==> src/rtl/bootrom_arbiter.sv <==
// bootrom_arbiter: shares one synchronous-read boot ROM between a CPU port (A) and a loader port (B)
//
// Ports:
//   i_clk, i_rst_n            clock, asynchronous active-low reset
//   i_a_req / i_a_addr        port A read request and address
//   o_a_ack                   port A accepted this cycle (combinational)
//   o_a_valid / o_a_data      port A read data strobe (registered) and data
//   i_b_* / o_b_*             same as port A, for port B
//   o_rom_addr                address presented to the ROM (captured on the rising edge)
//   i_rom_data                ROM read data, valid the cycle after the address is captured
//   o_last_grant              observation of the last-grant register (0 = A, 1 = B)
//
// Build option:
//   BOOTROM_ARB_RR_EN         defined: round-robin on ties; undefined: A always wins ties
module bootrom_arbiter #(
    parameter int ADDR_W = 13
) (
    input  logic              i_clk,
    input  logic              i_rst_n,
    input  logic              i_a_req,
    input  logic [ADDR_W-1:0] i_a_addr,
    output logic              o_a_ack,
    output logic              o_a_valid,
    output logic [7:0]        o_a_data,
    input  logic              i_b_req,
    input  logic [ADDR_W-1:0] i_b_addr,
    output logic              o_b_ack,
    output logic              o_b_valid,
    output logic [7:0]        o_b_data,
    output logic [ADDR_W-1:0] o_rom_addr,
    input  logic [7:0]        i_rom_data,
    output logic              o_last_grant
);
    logic r_a_pend;
    logic r_b_pend;
    logic r_last_grant;
    logic w_a_req;
    logic w_b_req;
    logic w_tie_to_b;
    logic w_a_gnt;
    logic w_b_gnt;

    // Requests are masked while reset is held so no ack or address leaks out.
    assign w_a_req = i_a_req & i_rst_n;
    assign w_b_req = i_b_req & i_rst_n;

`ifdef BOOTROM_ARB_RR_EN
    // On a tie, favour whichever port did not win last time.
    assign w_tie_to_b = ~r_last_grant;
`else
    assign w_tie_to_b = 1'b0;
`endif

    assign w_a_gnt = w_a_req & ~(w_b_req & w_tie_to_b);
    assign w_b_gnt = w_b_req & ~w_a_gnt;

    assign o_a_ack      = w_a_gnt;
    assign o_b_ack      = w_b_gnt;
    assign o_rom_addr   = w_a_gnt ? i_a_addr : w_b_gnt ? i_b_addr : '0;
    assign o_a_valid    = r_a_pend;
    assign o_b_valid    = r_b_pend;
    assign o_a_data     = i_rom_data;
    assign o_b_data     = i_rom_data;
    assign o_last_grant = r_last_grant;

    always_ff @(posedge i_clk or negedge i_rst_n) begin
        if (!i_rst_n) begin
            r_a_pend     <= 1'b0;
            r_b_pend     <= 1'b0;
            r_last_grant <= 1'b1;
        end else begin
            r_a_pend <= w_a_gnt;
            r_b_pend <= w_b_gnt;
            // Idle or withdrawn cycles leave the history untouched.
            if (w_a_gnt | w_b_gnt)
                r_last_grant <= w_b_gnt;
        end
    end
endmodule

==> config.mk <==
export PLATFORM = sky130hd
export DESIGN_NAME = bootrom_arbiter
export DESIGN_NICKNAME = d
export VERILOG_FILES = /design/src/rtl/bootrom_arbiter.sv
export SDC_FILE = /design/constraint.sdc
export NUM_CORES = 1
export LEC_CHECK = 0
export ABC_AREA = 0
export CAP_MARGIN = 20
export CORE_UTILIZATION = 20
export DETAILED_ROUTE_END_ITERATION = 10
export PLACE_DENSITY = 0.88
export SLEW_MARGIN = 25
export SYNTH_ARGS = -nofsm -noshare
export SYNTH_HDL_FRONTEND = slang
export SYNTH_SLANG_ARGS = --single-unit
==> constraint.sdc <==
create_clock -name i_clk -period 1.95 [get_ports i_clk]
set_clock_uncertainty 0.1 [all_clocks]
set_input_delay 0.585 -clock i_clk [delete_from_list [all_inputs] [get_ports i_clk]]
set_output_delay 0.585 -clock i_clk [all_outputs]
set_load 0.02 [all_outputs]
# After elaboration in Yosys (flattened, before gate mapping)
# Cells that the tools add are included.
[totals]
reg_bits = 3
in_bits = 38
out_inout_bits = 34
wordCells = 10
[classes]
n_mux = 2
n_bitwise = 5
[ops]
columns = ["cell", "count"]
rows = [
  ["$mux 13", 2],
  ["$and 1x1->1", 3],
  ["$not 1->1", 1],
  ["$or 1x1->1", 1],
]

# Depth between registers and ports, before layout
# Gate-level depths: netlist (run 1).
[depth]
depth_word = 5
mapped_depth = 4
mapped_depth_nobuf = 2

# Worst setup path after synthesis (run 1)
# OpenSTA, ideal clock, no wires.
[synth_timing]
path_kind = "input-to-output"
startpoint = "input port i_a_req"
endpoint = "output port o_rom_addr[10]"
arrival_ns = 1.259
required_ns = 1.265
path_slack_ns = 0.006
stages = 4
path_buffers = 2
path_cell_list = "and2_1 buf_6 buf_6 a32o_1"
[synth_via]
elab_chain_cells = 5
[synth_rtl]
columns = ["element", "line", "text"]
rows = [
  ["from (decl)", "20", "input logic i_a_req,"],
  ["$and 1x1->1 *", "44", "assign w_a_req = i_a_req & i_rst_n;"],
  ["net o_a_ack", "22", "output logic o_a_ack,"],
  ["$not 1->1", "55", "assign w_b_gnt = w_b_req & ~w_a_gnt;"],
  ["$and 1x1->1", "55", ""],
  ["$mux 13", "59", "assign o_rom_addr = w_a_gnt ? i_a_addr : w_b_gnt ? i_b_addr : '0;"],
  ["$mux 13 *", "59", ""],
  ["to (decl)", "30", "output logic [ADDR_W-1:0] o_rom_addr,"],
]
# Mark *: on every way through the listed nets, which the timed path passes. The rest lies on a longest branch.

# Worst setup path in the final report (run 1)
[layout_timing]
startpoint = "input port i_rst_n"
endpoint = "output port o_rom_addr[1]"
[layout_via]
elab_chain_cells = 5
word_cells_on_any_way = 6
[layout_rtl]
columns = ["element", "line", "text"]
rows = [
  ["from (decl)", "19", "input logic i_rst_n,"],
  ["$and 1x1->1", "44", ""],
  ["$not 1->1", "55", ""],
  ["$and 1x1->1", "55", ""],
  ["$mux 13", "59", ""],
  ["$mux 13 *", "59", ""],
]
# Every way passes the cells marked *; elsewhere a longest branch is shown, timed or not.

==> qor.yml, run 1 <==
status:
  status: "complete, but fails checks"
  violations: "negative setup slack"
worst_setup_path:
  worst_r2r_path_depth: 2
  crit_path_max_fanout: 6
  reg2reg_to: "o_last_grant"
  crit_required_ns: 1.26
  cp_slowest_stage_delay_ns: 0.24
  critPathLaunch: "i_rst_n"
  path_depth: 5
  cp_common_cell: "buf_6"
  r2r-start: "o_last_grant"
  slowest_stage: "a32o_2"
  critPathCaptureType: "output port"
  endpoint: "o_rom_addr[1]"
  reg2reg_slack_ns: 1.12
  worstSetupStartpointType: "primary input"
  cp_top_family: "buffers and inverters"
  path_cells: "buf_6, and2_4, buf_6, a32o_2, buf_6"
  cp.arrival_ns: 1.34
  crit_type: "in -> out"
  path_buf_inv: 3
floorplan:
  die_height_um: 46.3
  row_count: 15
  die_area_um2: 2150
  core_region_area_um2: 1780
  num_io_pins: 72
  die_w_um: 46.3
  start_util_pct: 22.0
global_routing:
  grtUsageTotal_pct: 16.8
  grt_max_degree: 9
  grt_pass1_wl_um: 2460
  grt_pass1_vias: 535
  globalRoute.totalOverflow: 0
  antenna_found_initial: 0
sta:
  period_needed_ns: 2.03
  slew_viol_final: 0
  worstMarginPinSlew_ns: 0.209
  rsz0062_at_grt: "true"
  setup_slack_ns: -0.0761
  setup_viol: 13
  hold_violations: 0
  slew_headroom_pct: 86.0
  fin_crit_sh_pct: 104
  timing.fmax_mhz: 494
cells_and_area:
  diodes: 0
  utilization_pct: 48.9
  final_cells: 110
  syn_to_final_growth_pct: 122
  nets: 124
  drive_gt1_share_pct: 54.1
detailed_routing:
  drc: 0
  firstDrtPassIters: 5
  wl_um: 1600
  route.vias.total: 494
  via_per_inst: 4.49
  dr.first_iter.drc_count: 14
  ant_nets: 0
  avgRoutedWirePerCell_um: 14.5
power_and_ir_drop:
  leakage_nw: 0.477
  fin_total_pwr_w: 0.000369
  powerDensity_nw_per_um2: 423
  irDropWorstVdd_mv: 0.190
placed_design:
  dp_slack_ns: -0.940
  hpwlAfterDp_um: 1220
  dp_cells: 103
  io_buffer_count: 47
  gp_routability_congestion: 0.694
clocking:
  htreeDepth: 1
  root_buffer: "clkbuf_4"
  cts_tree: "built"
  path_clk_slew_ns: 0.04
  cts_buffer_depth: 2
  cts_made_buffers: 3
  clk_latency_ns: 0.24
  cts.sinks: 3
flow_run:
  maxCapViolCount: 0
synthesis:
  yosysWarningCount: 0
  syn-num-nets: 80
  synth_area_per_cell_um2: 9.35
  syn_area_um2: 393
  syn_inst: 42
  ys_ff_latch: 3
  synth_cell_type_count: 11
  synth-seq-area-share_pct: 19.4
min_path:
  hp-class: "in -> async"
## how the worst min path moves through the flow
stage                      start           end  slack (ns)  cells past startpoint
global route             i_rst_n     o_a_valid        0.13                      2
CTS                      i_rst_n     o_b_valid        0.11                      2
floorplan                i_rst_n     o_a_valid        0.19                      0
global placement    o_last_grant  o_last_grant        0.40                      2
finish                   i_rst_n     o_b_valid        0.12                      2
detailed placement  o_last_grant  o_last_grant        0.42                      2
## cell families (layout without fill, tap and decap cells)
| logic type | count (synthesis) | count (layout) | synth area share (%) |
|---|---|---|---|
| buffers and inverters | 20 | 63 | 39.5 |
| flip-flops | 3 | 3 | 19.4 |
| AND/OR/NAND/NOR | 5 | 5 | 6.69 |
| AO/OA/AOI/OAI | 14 | 14 | 34.4 |
## per-stage QoR
step	area (um2)	setup TNS (ns)	hold WS, ns
floorplan	393	0	0.189
global placement	807	-13.18	0.405
detailed placement	807	-13.22	0.417
CTS	873	-0.660	0.110
global route	872	-0.949	0.127
finish	872	-0.707	0.117
## report_power, final
part / internal (W) / total, W / switching, W / leakage, nW
Sequential: 0.0000685 / 0.0000702 / 0.00000165 / 0.0368
Clock: 0.0000771 / 0.000116 / 0.0000387 / 0.0150
Combinational: 0.000106 / 0.000183 / 0.0000776 / 0.425
## metal layers
layer,global-route usage [%],wire length [um],vias up
met3,1.96,80,10
met1,18.9,588,231
li1,-,-,232
met4,17.1,63,0
met5,0,0,-
met2,26.4,867,21
## cell usage after synthesis
| cell type | count | area share (%) |
|---|---|---|
| dfstp_2 | 1 | 6.7 |
| buf_2 | 1 | 1.3 |
| and2_1 | 1 | 1.6 |
| nor2_1 | 2 | 1.9 |
| nand2_1 | 1 | 0.95 |
| dfrtp_1 | 2 | 13 |
| a32o_1 | 13 | 33 |
| buf_4 | 17 | 32 |
| buf_6 | 2 | 5.7 |
| nor2b_2 | 1 | 2.2 |
| a21oi_1 | 1 | 1.3 |
## placed cells by master, fill, tap and decap left out
master,n
nor2_1,2
clkbuf_1,1
nor2b_4,1
a32o_2,10
clkbuf_2,1
buf_2,2
clkdlybuf4s50_1,2
buf_4,5
clkbuf_4,3
a32o_1,3
dlygate4sd2_1,27
buf_6,22
and2_4,1
dfstp_2,1
a21oi_1,1
nand2_1,1
dfrtp_1,2
## state kept, by name (all words and copies together), names as in the netlist
signal and flops:
o_a_valid 1, o_b_valid 1, o_last_grant 1
## repair_timing
| item | 4_1_cts | 5_1_grt |
|---|---|---|
| hold endpoints to repair | 0 | 0 |
| hold buffers | 0 | 0 |
| endpoints found under the setup margin | 16 | 14 |
| gates cloned | 1 | 0 |
| pin swaps | 14 | 2 |
| resized for setup | 143 | 4 |
| setup buffers | 2 | 0 |
## layout make-up
type | instances | area [um2]
fill | 169 | 911
timing repair buffer | 59 | 557
multi-input combinational | 19 | 181
sequential | 3 | 76.3
tap | 25 | 31.3
clock buffer | 4 | 26.3
No activity file was read; power rests on OpenSTA's default activity.
==> inputs of run 2 (changes only) <==
Settings changed: CELL_PAD_IN_SITES_DETAIL_PLACEMENT set to 0, CELL_PAD_IN_SITES_GLOBAL_PLACEMENT set to 1, CORE_ASPECT_RATIO set to 0.5, CORE_UTILIZATION 20 to 11, PLACE_DENSITY 0.88 to 0.84.
==> qor.yml, run 2 (synthesized netlist as in run 1, its figures left out) <==
floorplan:
  core_region_area_um2: 3190
  die_height_um: 44.3
  row_count: 14
  start_util_pct: 12.3
  num_io_pins: 72
  die_area_um2: 3830
  die_w_um: 86.5
worst_setup_path:
  cp.arrival_ns: 1.32
  crit_path_max_fanout: 13
  crit_required_ns: 1.26
  crit_type: "in -> out"
  worstSetupStartpointType: "primary input"
  critPathCaptureType: "output port"
sta:
  slew_viol_final: 0
  setup_viol: 13
  slew_headroom_pct: 84.6
  hold_violations: 0
  rsz0062_at_grt: "true"
  setup_slack_ns: -0.0512
  fin_crit_sh_pct: 103
  period_needed_ns: 2.00
  timing.fmax_mhz: 500
  final.setup.tns_ns: -0.489
  worstMarginPinSlew_ns: 0.230
status:
  violations: "negative setup slack"
  status: "complete, but fails checks"
cells_and_area:
  diodes: 0
  final_area_um2: 852
  mostFrequentLayoutCells: "26 x dlygate4sd2_1, 14 x buf_6, 8 x a32o_1, 5 x a32o_2"
  layout_commonest_cell: "dlygate4sd2_1"
  drive_gt1_share_pct: 42.9
  final_cells: 125
  syn_to_final_growth_pct: 117
  nets: 116
global_routing:
  grt_pass1_vias: 447
  grt_max_degree: 16
  globalRoute.totalOverflow: 0
  grtUsageTotal_pct: 7.83
  antenna_found_initial: 0
  grt_pass1_wl_um: 2210
clocking:
  cts_tree: "built"
  hold_buffers: 0
  cts_buffer_depth: 2
  root_buffer: "clkbuf_8"
  htreeDepth: 1
  cts.sinks: 3
  clk_latency_ns: 0.21
  path_clk_slew_ns: 0.03
  cts_made_buffers: 3
placed_design:
  io_buffer_count: 47
  dp_cells: 122
  gp_routability_congestion: 0.658
  hpwlAfterDp_um: 1170
  placed_cell_area_um2: 843
detailed_routing:
  wl_um: 1510
  ant_nets: 0
  drc: 0
  via_per_inst: 3.77
  firstDrtPassIters: 5
  route.vias.total: 471
  dr.first_iter.drc_count: 10
  avgRoutedWirePerCell_um: 12.1
flow_run:
  maxCapViolCount: 0
power_and_ir_drop:
  powerDensity_nw_per_um2: 493
  leakage_nw: 0.424
  fin_total_pwr_w: 0.000420
  irDropWorstVdd_mv: 0.108
min_path:
  hp-class: "in -> async"
[run 2: worst paths after layout]
path / from / to / slack (ns) / cells past startpoint
worst max register to register: o_last_grant / o_last_grant / 1.14 / 2
worst max-delay path: i_rst_n / o_rom_addr[8] / -0.05 / 5
min in group i_clk: o_last_grant / o_last_grant / 0.43 / 2
worst min-delay path: i_rst_n / o_b_valid / 0.14 / 2
max in group asynchronous: i_rst_n / o_last_grant / 1.41 / 2
worst min register to register: o_last_grant / o_last_grant / 0.43 / 2
[run 2: power by group]
part / internal [W] / leakage (nW) / switching [W]
Combinational: 0.0000945 / 0.364 / 0.0000733
Clock: 0.000140 / 0.0228 / 0.0000422
Sequential: 0.0000687 / 0.0368 / 0.00000176
Total: 0.000303 / 0.424 / 0.000117
[run 2: repair_timing]
action                                  4_1_cts  5_1_grt
gates resized for setup                     130        4
endpoints found under the setup margin       16       14
pin swaps                                    14        1
buffers inserted                              1        1
[run 2: worst max-delay path, cell delays in order]
cell and delay [ns]:
buf_6 0.09, nor2b_4 0.12, buf_12 0.14, a32o_2 0.25
buf_6 0.13
[run 2: metal layers]
| metal | track usage (%) | wire length (um) | up-vias |
|---|---|---|---|
| met3 | 2.24 | 42 | 4 |
| met2 | 13.0 | 817 | 18 |
| met5 | 0 | 0 | - |
| met4 | 6.00 | 40 | 0 |
| li1 | - | - | 217 |
| met1 | 8.83 | 609 | 232 |
[run 2: final cells by class]
cell class	instances	area, um2
Sequential cell	3	76.3
Clock buffer	4	45.0
Timing Repair Buffer	51	495
Multi-Input combinational cell	19	175
Fill cell	360	2340
Tap cell	48	60.1
[run 2: metrics by stage]
| step | setup slack (ns) | hold slack [ns] | util (%) |
|---|---|---|---|
| 2_1_floorplan | 0.00631 | 0.189 | - |
| 3_3_place_gp | -0.945 | 0.406 | 26.5 |
| 3_5_place_dp | -0.938 | 0.423 | 26.5 |
| 4_1_cts | -0.0976 | 0.140 | 26.8 |
| 5_1_grt | -0.0707 | 0.142 | 26.7 |
| 6_report | -0.0512 | 0.144 | 26.7 |
==> inputs of run 3 (changes only) <==
Settings changed: SLEW_MARGIN 25 to unset.
==> results of run 3 <==
Final layout, timing and power as in run 2 (identical DEF).
